===== src/rtl/filter_channel_scheduler.sv =====
// Round-robin scheduler that time-shares one 3-tap smoother y = (x + 2*d1 + d2) >> 2
// across NCH channels, each with private delay registers, behind a single registered output.

module filter_channel_scheduler_lane #(
  parameter int W = 8
) (
  input  logic         CLK,
  input  logic         RESETN,
  input  logic         i_clr,
  input  logic         i_acc,
  input  logic [W-1:0] i_x,
  output logic [W+1:0] o_sum
);
  logic [W-1:0] r_d1, r_d2;

  // A channel is never granted while it is cleared, so clr and acc never collide here.
  always_ff @(posedge CLK) begin
    if (!RESETN || i_clr) begin
      r_d1 <= '0;
      r_d2 <= '0;
    end else if (i_acc) begin
      r_d2 <= r_d1;
      r_d1 <= i_x;
    end
  end

  assign o_sum = {2'b00, i_x} + {1'b0, r_d1, 1'b0} + {2'b00, r_d2};
endmodule

module filter_channel_scheduler #(
  parameter int NCH = 4,
  parameter int W   = 8,
  parameter int CW  = 2
) (
  input  logic             CLK,
  input  logic             RESETN,
  input  logic [NCH-1:0]   in_valid,
  input  logic [NCH*W-1:0] in_data,
  output logic [NCH-1:0]   in_ready,
  input  logic [NCH-1:0]   clr,
  output logic             out_valid,
  output logic [W-1:0]     out_data,
  output logic [CW-1:0]    out_ch,
  input  logic             out_ready
);
  logic [NCH-1:0][W-1:0] w_x;
  logic [NCH-1:0][W+1:0] w_sum;
  logic [NCH-1:0]        w_elig, w_acc;
  logic                  w_slot_free, w_gnt_any, w_hi_any, w_lo_any;
  logic [CW-1:0]         w_gnt_idx, w_hi_idx, w_lo_idx;
  logic [W+1:0]          w_sel_sum;

  logic [CW-1:0]         r_ptr;
  logic                  r_out_valid;
  logic [W-1:0]          r_out_data;
  logic [CW-1:0]         r_out_ch;

  assign w_x         = in_data;
  assign w_elig      = in_valid & ~clr;
  assign w_slot_free = ~r_out_valid | out_ready;

  // Wrap-around search: lowest eligible at or above ptr, else lowest eligible overall.
  always_comb begin
    w_hi_any = 1'b0;
    w_hi_idx = '0;
    w_lo_any = 1'b0;
    w_lo_idx = '0;
    for (int i = 0; i < NCH; i++) begin
      if (!w_hi_any && w_elig[i] && (i >= int'(r_ptr))) begin
        w_hi_any = 1'b1;
        w_hi_idx = CW'(i);
      end
      if (!w_lo_any && w_elig[i]) begin
        w_lo_any = 1'b1;
        w_lo_idx = CW'(i);
      end
    end
  end

  assign w_gnt_any = w_hi_any | w_lo_any;
  assign w_gnt_idx = w_hi_any ? w_hi_idx : w_lo_idx;

  always_comb begin
    in_ready = '0;
    if (RESETN && w_slot_free && w_gnt_any) in_ready[w_gnt_idx] = 1'b1;
  end

  assign w_acc = in_ready & in_valid;

  genvar g;
  generate
    for (g = 0; g < NCH; g++) begin : g_lane
      filter_channel_scheduler_lane #(.W(W)) u_lane (
        .CLK    (CLK),
        .RESETN (RESETN),
        .i_clr  (clr[g]),
        .i_acc  (w_acc[g]),
        .i_x    (w_x[g]),
        .o_sum  (w_sum[g])
      );
    end
  endgenerate

  assign w_sel_sum = w_sum[w_gnt_idx];

  always_ff @(posedge CLK) begin
    if (!RESETN) begin
      r_ptr       <= '0;
      r_out_valid <= 1'b0;
      r_out_data  <= '0;
      r_out_ch    <= '0;
    end else if (|w_acc) begin
      r_out_valid <= 1'b1;
      r_out_data  <= w_sel_sum[W+1:2];
      r_out_ch    <= w_gnt_idx;
      r_ptr       <= (w_gnt_idx == CW'(NCH-1)) ? '0 : w_gnt_idx + 1'b1;
    end else if (r_out_valid && out_ready) begin
      r_out_valid <= 1'b0;
    end
  end

  assign out_valid = r_out_valid;
  assign out_data  = r_out_data;
  assign out_ch    = r_out_ch;
endmodule

===== config.mk =====
export PLATFORM = sky130hd
export DESIGN_NAME = filter_channel_scheduler
export DESIGN_NICKNAME = d
export VERILOG_FILES = /design/src/rtl/filter_channel_scheduler.sv
export SDC_FILE = /design/constraint.sdc
export NUM_CORES = 1
export LEC_CHECK = 0
export ABC_AREA = 1
export CAP_MARGIN = 20
export CORE_ASPECT_RATIO = 0.9
export CORE_MARGIN = 8
export CORE_UTILIZATION = 45
export DETAILED_ROUTE_END_ITERATION = 10
export PLACE_DENSITY = 0.72
export SYNTH_ARGS = -nofsm -noshare
export SYNTH_HDL_FRONTEND = slang
export SYNTH_SLANG_ARGS = --single-unit

===== constraint.sdc =====
create_clock -name CLK -period 2.16 [get_ports CLK]
set_input_delay 0.324 -clock CLK [delete_from_list [all_inputs] [get_ports CLK]]
set_output_delay 0.324 -clock CLK [all_outputs]
set_load 0.05 [all_outputs]

**After elaboration in Yosys (flattened, before gate mapping)**

Cells that the tools add are included.

- Register bits: 77
- Input port bits: 43
- Output and inout bits: 15
- Word-level logic and storage cells: 82

- $add $sub $neg: 9
- $lt $le $gt $ge: 5
- Equal/unequal tests: 1
- Muxes and demuxes: 23
- Bitwise logic cells: 6
- Reduce and logical (&&, ||, !) cells: 26

Operators with widths:

| cell | count |
|---|---|
| adder 10 x 8 -> 10 bit | 4 |
| adder 8 x 9 -> 10 bit | 4 |
| binary-select mux 10 bit (select 2 bit) | 1 |
| logical AND 1 bit | 13 |
| 2-to-1 mux 1 bit | 13 |
| 2-to-1 mux 2 bit | 6 |
| 2-to-1 mux 10 bit | 1 |
| AND 4 bit | 2 |
| logical NOT 1 bit | 7 |
| greater-or-equal comparator 1 x 2 -> 1 bit (first input constant) | 2 |
| logical OR 1 bit | 4 |
| 2-to-1 mux 4 bit | 1 |
| NOT 4 bit | 1 |
| OR reduction 4 bit | 1 |
| < comparator 2 x 3 -> 1 bit (second input constant) | 1 |
| adder 2 x 1 -> 2 bit (second input constant) | 1 |
| demux 1 bit (select 2 bit) | 1 |
| equality test 2 bit (second input constant) | 1 |
| greater-or-equal comparator 2 x 1 -> 1 bit (second input constant) | 1 |
| greater-or-equal comparator 2 bit (first input constant) | 1 |
| OR 1 bit | 2 |
| nonzero test 2 bit | 1 |
| NOT 1 bit | 1 |

**Logic depth before layout (Yosys ltp)**

- Depth in word-level cells: 24
- Depth in mapped cells: 18
- Depth with buffers taken out: 17

**Cells and area by module**

Synthesis repeated with hierarchy kept, for this count alone.

- Cells, all modules: 743
- Area total of the unflattened synthesis: 5446.5 um^2

Modules (own cells, without submodules):

| module | instances | cells each | area each (um^2) | sequential area each (um^2) |
|---|---|---|---|---|
| filter_channel_scheduler_lane at g_lane[0].u_lane ... | 2 | 138 | 1096.1 | 320.3 |
| filter_channel_scheduler_lane at g_lane[2].u_lane ... | 2 | 138 | 1068.5 | 320.3 |
| filter_channel_scheduler | 1 | 191 | 1117.3 | 260.2 |

**Least setup slack after synthesis**

Ideal clock, no wire load.

- Path type: register -> output
- Start: register r_ptr[1]
- End: output in_ready[0]
- Data arrival time: 1995 ps
- Data required time: 1836 ps
- Slack: -159 ps
- Stages on the path, launching flop included: 9
- Buffers on the path: 1
- Cell sequence: dfxtp_1 > inv_1 > o21ai_0 > nand4_1 > nand2_2 > buf_6 > ha_1 > inv_1 > nor2_1

- Word-level cells in the longest chain between the ends: 20
- Elaborated cells on any way between the ends: 28
- Those cells by class: order compare: 5; mux: 11; bitwise: 1; reduce/logical: 11

Ends and longest elaborated chain:

| element | RTL line | source |
|---|---|---|
| start: declaration | 53 | `logic [CW-1:0] r_ptr;` |
| start signal: assignment | 116 | `r_ptr <= (w_gnt_idx == CW'(NCH-1)) ? '0 : w_gnt_idx + 1'b1;` |
| greater-or-equal comparator 1 x 2 -> 1 bit | 69 | `if (!w_hi_any && w_elig[i] && (i >= int'(r_ptr))) begin` |
| logical AND 1 bit | 69 |  |
| 2-to-1 mux 1 bit | 69 |  |
| logical NOT 1 bit | 69 |  |
| logical AND 1 bit (2 in a row) | 69 |  |
| 2-to-1 mux 1 bit | 69 |  |
| logical NOT 1 bit | 69 |  |
| logical AND 1 bit (2 in a row) | 69 |  |
| [... 2 more ...] | -- |  |
| logical AND 1 bit | 69 |  |
| 2-to-1 mux 2 bit / 2-to-1 mux 1 bit (equally long branches) | 69 |  |
| 2-to-1 mux 2 bit | 81 | `assign w_gnt_idx = w_hi_any ? w_hi_idx : w_lo_idx;` |
| < comparator 2 x 3 -> 1 bit (not written as such) / greater-or-equal comparator 2 x 1 -> 1 bit (equally long branches) | 85 | `if (RESETN && w_slot_free && w_gnt_any) in_ready[w_gnt_idx] = 1'b1;` |
| logical AND 1 bit (not written as such) | 85 |  |
| 2-to-1 mux 1 bit (not written as such) | 85 |  |
| demux 1 bit (select 2 bit) | 85 |  |
| 2-to-1 mux 4 bit * | 85 |  |
| end: declaration | 39 | `output logic [NCH-1:0] in_ready,` |

Every way passes the cells marked *; elsewhere a longest branch is shown, timed or not.

**Final worst setup path**

- Start: input in_valid[2]
- End: output in_ready[3]

- Word-level cells in the longest chain between the ends: 13
- Elaborated cells on any way between the ends: 25
- Those cells by class: order compare: 2; mux: 12; bitwise: 2; reduce/logical: 9

Ends and longest elaborated chain:

| element | RTL line | source |
|---|---|---|
| start: declaration | 37 | `input logic [NCH-1:0] in_valid,` |
| AND 4 bit * | 59 | `assign w_elig = in_valid & ~clr;` |
| logical AND 1 bit (2 in a row) | 69 |  |
| 2-to-1 mux 1 bit | 69 |  |
| logical NOT 1 bit | 69 |  |
| logical AND 1 bit | 69 |  |
| 2-to-1 mux 2 bit / 2-to-1 mux 1 bit (equally long branches) | 69 |  |
| 2-to-1 mux 2 bit | 81 |  |
| < comparator 2 x 3 -> 1 bit (not written as such) / greater-or-equal comparator 2 x 1 -> 1 bit (equally long branches) | 85 |  |
| logical AND 1 bit (not written as such) | 85 |  |
| 2-to-1 mux 1 bit (not written as such) | 85 |  |
| demux 1 bit (select 2 bit) | 85 |  |
| 2-to-1 mux 4 bit * | 85 |  |

Marks and branches as above.

==> summary.md <==
The post-synthesis mux area share was 0%. Clock-pin slew was measured on the worst setup and hold paths at 0.06 ns. The later pin in the worst-skew pair is clocked with a latency of 0.33 ns.

The depth of the worst register-to-register path is 17, and the mean instance size in the synthesized netlist is 7.18 um^2. The final critical-path required period works out to 2.25 ns. Largest family of logic cells by synthesized area: simple AND/OR/NAND/NOR gates. The run gives 984 as the number of nets in the final layout. Prior to clock tree synthesis, the placed netlist has a worst setup slack of -0.671 ns. For the number of hold violations in the final report, the log shows 0.

Of the synthesized area, sequential elements account for 29.5%. At the end of routability-driven placement, the weighted congestion stood at 0.856. Setup repair after global routing could not meet its margin everywhere.

Buffers placed on the I/O ports in this run total 57. The die is 130 um wide. The worst flop-to-flop path startpoint was r_ptr[0]. The analysis attributes to cell leakage a power of 0.00343 uW.

The basic-gate share of the synthesized area counting and, or, nand and nor cells was 29.3%; the H-tree depth was 3. In this run the critical register-to-register path is captured at r_ptr[0]. Across all register-to-register paths, the minimum setup slack is -0.04 ns. Measured along the y axis, the die boundary spans 118 um. For the final setup slack of the worst path, the log shows -0.0925 ns. For this run, design rule violations remaining after detail routing come to 0. The capturing element of the worst setup path was in_ready[3]. Kind of critical path: primary input to output port.

The worst setup skew after layout is 0.00246 ns. The tool flagged a number of max-cap violations equal to 0. Dividing the detail-routed via count by the number of cells gives 5.13. Compared with the post-synthesis result, the final layout area differs by 45.1%.

The Yosys step of the flow raised 0 warnings. For the starting density of the core, the log shows 45.9%. Slew of the pin with the lowest slew margin: 0.538 ns.

The cell sitting at the root of the clock tree is a sky130_fd_sc_hd__clkbuf_16. The run gives 2 as the maximum clock insertion buffer count. The fraction of final layout cells with drive strength greater than 1 is 28.1%.

The worst pin sits at a relative slew slack of 64.0%. The sum of routed wire length over all layers was 14700 um. The tools report the critical path launch point as in_valid[2]. Dividing the detail-routed wire length by the instance count gives 14.2 um.

The startpoint identified for the worst hold timing path is in_data[6]. TritonCTS built the clock tree. The mapped netlist covers 0.00523 mm^2. Static timing analysis puts the maximum clock frequency at 0.444 GHz. The power per standard cell area came out at 563 mW/mm^2. The number of diodes was 0; the number of clock sinks seen by CTS was 77.

Entering global routing, the biggest net connects 18 pins. STA classifies the critical path startpoint as a primary input. Post-detailed-route count of antenna-violating nets: 0.

For this run, the detailed router's first-pass iteration total came to 5. The maximum VDD drop was 0.000424 V; the count of endpoints failing setup in the final report was 9. The netlist uses 30 different library cells. The flow ran to the end, but the final reports show violations.

The final reports fail on negative setup slack. Data arrives at the worst endpoint at 1.93 ns. The core region is 0.0114 mm^2. The total power is 4270 uW. The via count of the first global-routing pass is 5231, and the hold-fix buffer count after cts is 0. Class of the worst hold path: primary input to register. After floorplanning, the core was divided into 37 placement rows. Summing the areas of all compound-gate instances in the mapped netlist gives 11.7% of the synthesized area.

After Yosys synthesis, full adders, half adders and majority gates account for 19.9% of the synthesized area. The total global routing track utilization came out at 18.4%. For the initial antenna violation count, the log shows 0. The post-synthesis register bit count is 77, and the fraction of synthesized cell area in xor and xnor cells is 1.51%. The number of nets handed over by synthesis was 835. The cell count after synthesis came out at 728. After global routing the overflow that remains totals 0. The final clock period utilization by the worst path works out to 104%.

The TritonCTS buffer count is 9, and the overall die area is 0.0153 mm^2. STA puts the critical path data required time at 1.84 ns. The tools report the number of slew-limit violations in the final report as 0. The number of ports placed on the die boundary was 58. The detailed router placed 5329 vias in this run. The detailed router finished its first iteration with 296 violations. The tools report the global-route wire length before repair as 23300 um. The worst setup path is captured at an output port. Half-perimeter wire length after detailed placement: 10300 um. In this run the worst path has a maximum fanout of 3.
==> through the flow <==
step	setup TNS [ns]	cell area [um^2]	hold WS, ns	std cells	util, %
2_1_floorplan	-0.00915	5240	0.445	728	-
3_3_place_gp	-32.42	6490	0.453	998	57.0
3_5_place_dp	-37.77	6490	0.459	998	57.0
4_1_cts	-0.0154	7170	0.407	1025	63.0
5_1_grt	-2.43	7580	0.324	1038	66.6
6_report	-0.446	7580	0.303	1038	66.6
==> cells by family (layout without fill, tap and decap cells) <==
family / count (synthesis) / count (layout)
and+or+nand+nor: 361 / 361
AOI/OAI and AO/OA: 115 / 115
buffers and inverters: 102 / 256
DFF: 77 / 77
adders and majority gates: 64 / 64
xor gates and xnor gates: 9 / 9
==> final cells by class <==
type	instances	area, um^2
multi-input cells	549	3800
fillers	952	3800
flip-flops and latches	77	1560
repair buffers	156	1380
inverters	84	330
clock buffers	13	270
well taps	156	195
clock inverters	3	42.5
==> worst min path at each step <==
stage	slack, ns	end	cells past startpoint
2_1_floorplan	0.45	g_lane[3].u_lane.r_d2[0]	2
3_3_place_gp	0.45	g_lane[1].u_lane.r_d2[0]	2
3_5_place_dp	0.46	g_lane[0].u_lane.r_d2[0]	2
4_1_cts	0.41	g_lane[3].u_lane.r_d1[3]	3
6_report	0.30	g_lane[0].u_lane.r_d1[6]	3
5_1_grt	0.32	g_lane[3].u_lane.r_d1[5]	3
==> critical path: stages <==
cell and delay, ns:
sky130_fd_sc_hd__dlygate4sd2_1 0.25, sky130_fd_sc_hd__inv_2 0.06, sky130_fd_sc_hd__nor2_4 0.16, sky130_fd_sc_hd__o21ai_4 0.08, sky130_fd_sc_hd__buf_4 0.15, sky130_fd_sc_hd__a31oi_4 0.20
sky130_fd_sc_hd__buf_4 0.18, sky130_fd_sc_hd__ha_4 0.13, sky130_fd_sc_hd__inv_2 0.04, sky130_fd_sc_hd__nor2_4 0.11, sky130_fd_sc_hd__buf_6 0.11, sky130_fd_sc_hd__buf_12 0.12
==> layout by cell type, fill, tap and decap left out, types with 22 or more instances in the layout <==
master	netlist	final
sky130_fd_sc_hd__nand2_1	249	236
sky130_fd_sc_hd__buf_4	5	91
sky130_fd_sc_hd__fa_1	32	28
sky130_fd_sc_hd__nand3_1	55	40
sky130_fd_sc_hd__dfxtp_1	77	62
sky130_fd_sc_hd__inv_1	77	65
sky130_fd_sc_hd__dlygate4sd2_1	0	24
sky130_fd_sc_hd__ha_4	0	22
sky130_fd_sc_hd__clkdlybuf4s50_1	0	22
sky130_fd_sc_hd__a21oi_1	90	79
==> cells in the mapped netlist (all sizes together) <==
master / count / area share, %
nand2: 254 / 19
dfxtp: 77 / 29
a31oi: 1 / 0.12
ha: 32 / 7.7
xor2: 3 / 0.50
o21ai: 14 / 1.3
nor2: 30 / 2.4
inv: 82 / 5.9
a21o: 5 / 0.72
clkbuf: 6 / 0.43
a21oi: 91 / 8.9
clkinv: 2 / 0.14
fa: 32 / 12
buf: 12 / 1.6
o21a: 1 / 0.14
or2: 4 / 0.48
o211ai: 2 / 0.29
o21bai: 1 / 0.14
nand4: 17 / 2.4
nand3b: 1 / 0.14
xnor2: 6 / 1.0
nand3: 55 / 5.3
==> metal layers <==
metal / vias to the layer above / track usage [%] / share of wire, % / wire, um
li1: 2641 / - / - / -
met1: 2519 / 20.5 / 40 / 5840
met2: 132 / 33.6 / 54 / 7910
met3: 37 / 3.69 / 3.9 / 570
met4: 0 / 6.74 / 2.8 / 413
met5: - / 0 / 0 / 0
==> where the power goes <==
| part | internal [uW] | total, uW | switching, uW |
|---|---|---|---|
| logic | 514 | 1200 | 683 |
| registers | 1460 | 1500 | 34.4 |
| clock network | 988 | 1570 | 585 |
| total | 2970 | 4270 | 1300 |
==> sequential cells by signal, indices dropped and copies added (netlist names) <==
name,flops
g_lane.u_lane.r_d1,32
out_data,8
out_ch,2
r_ptr,2
out_valid,1
g_lane.u_lane.r_d2,32
==> timing repair <==
| action | 4_1_cts | 5_1_grt |
|---|---|---|
| gates resized for setup | 88 | 81 |
| setup endpoints to repair | 79 | 72 |
| buffers inserted | 11 | 13 |
| pin swaps | 35 | 52 |
Note: power is estimated with default switching activity, not from simulation.
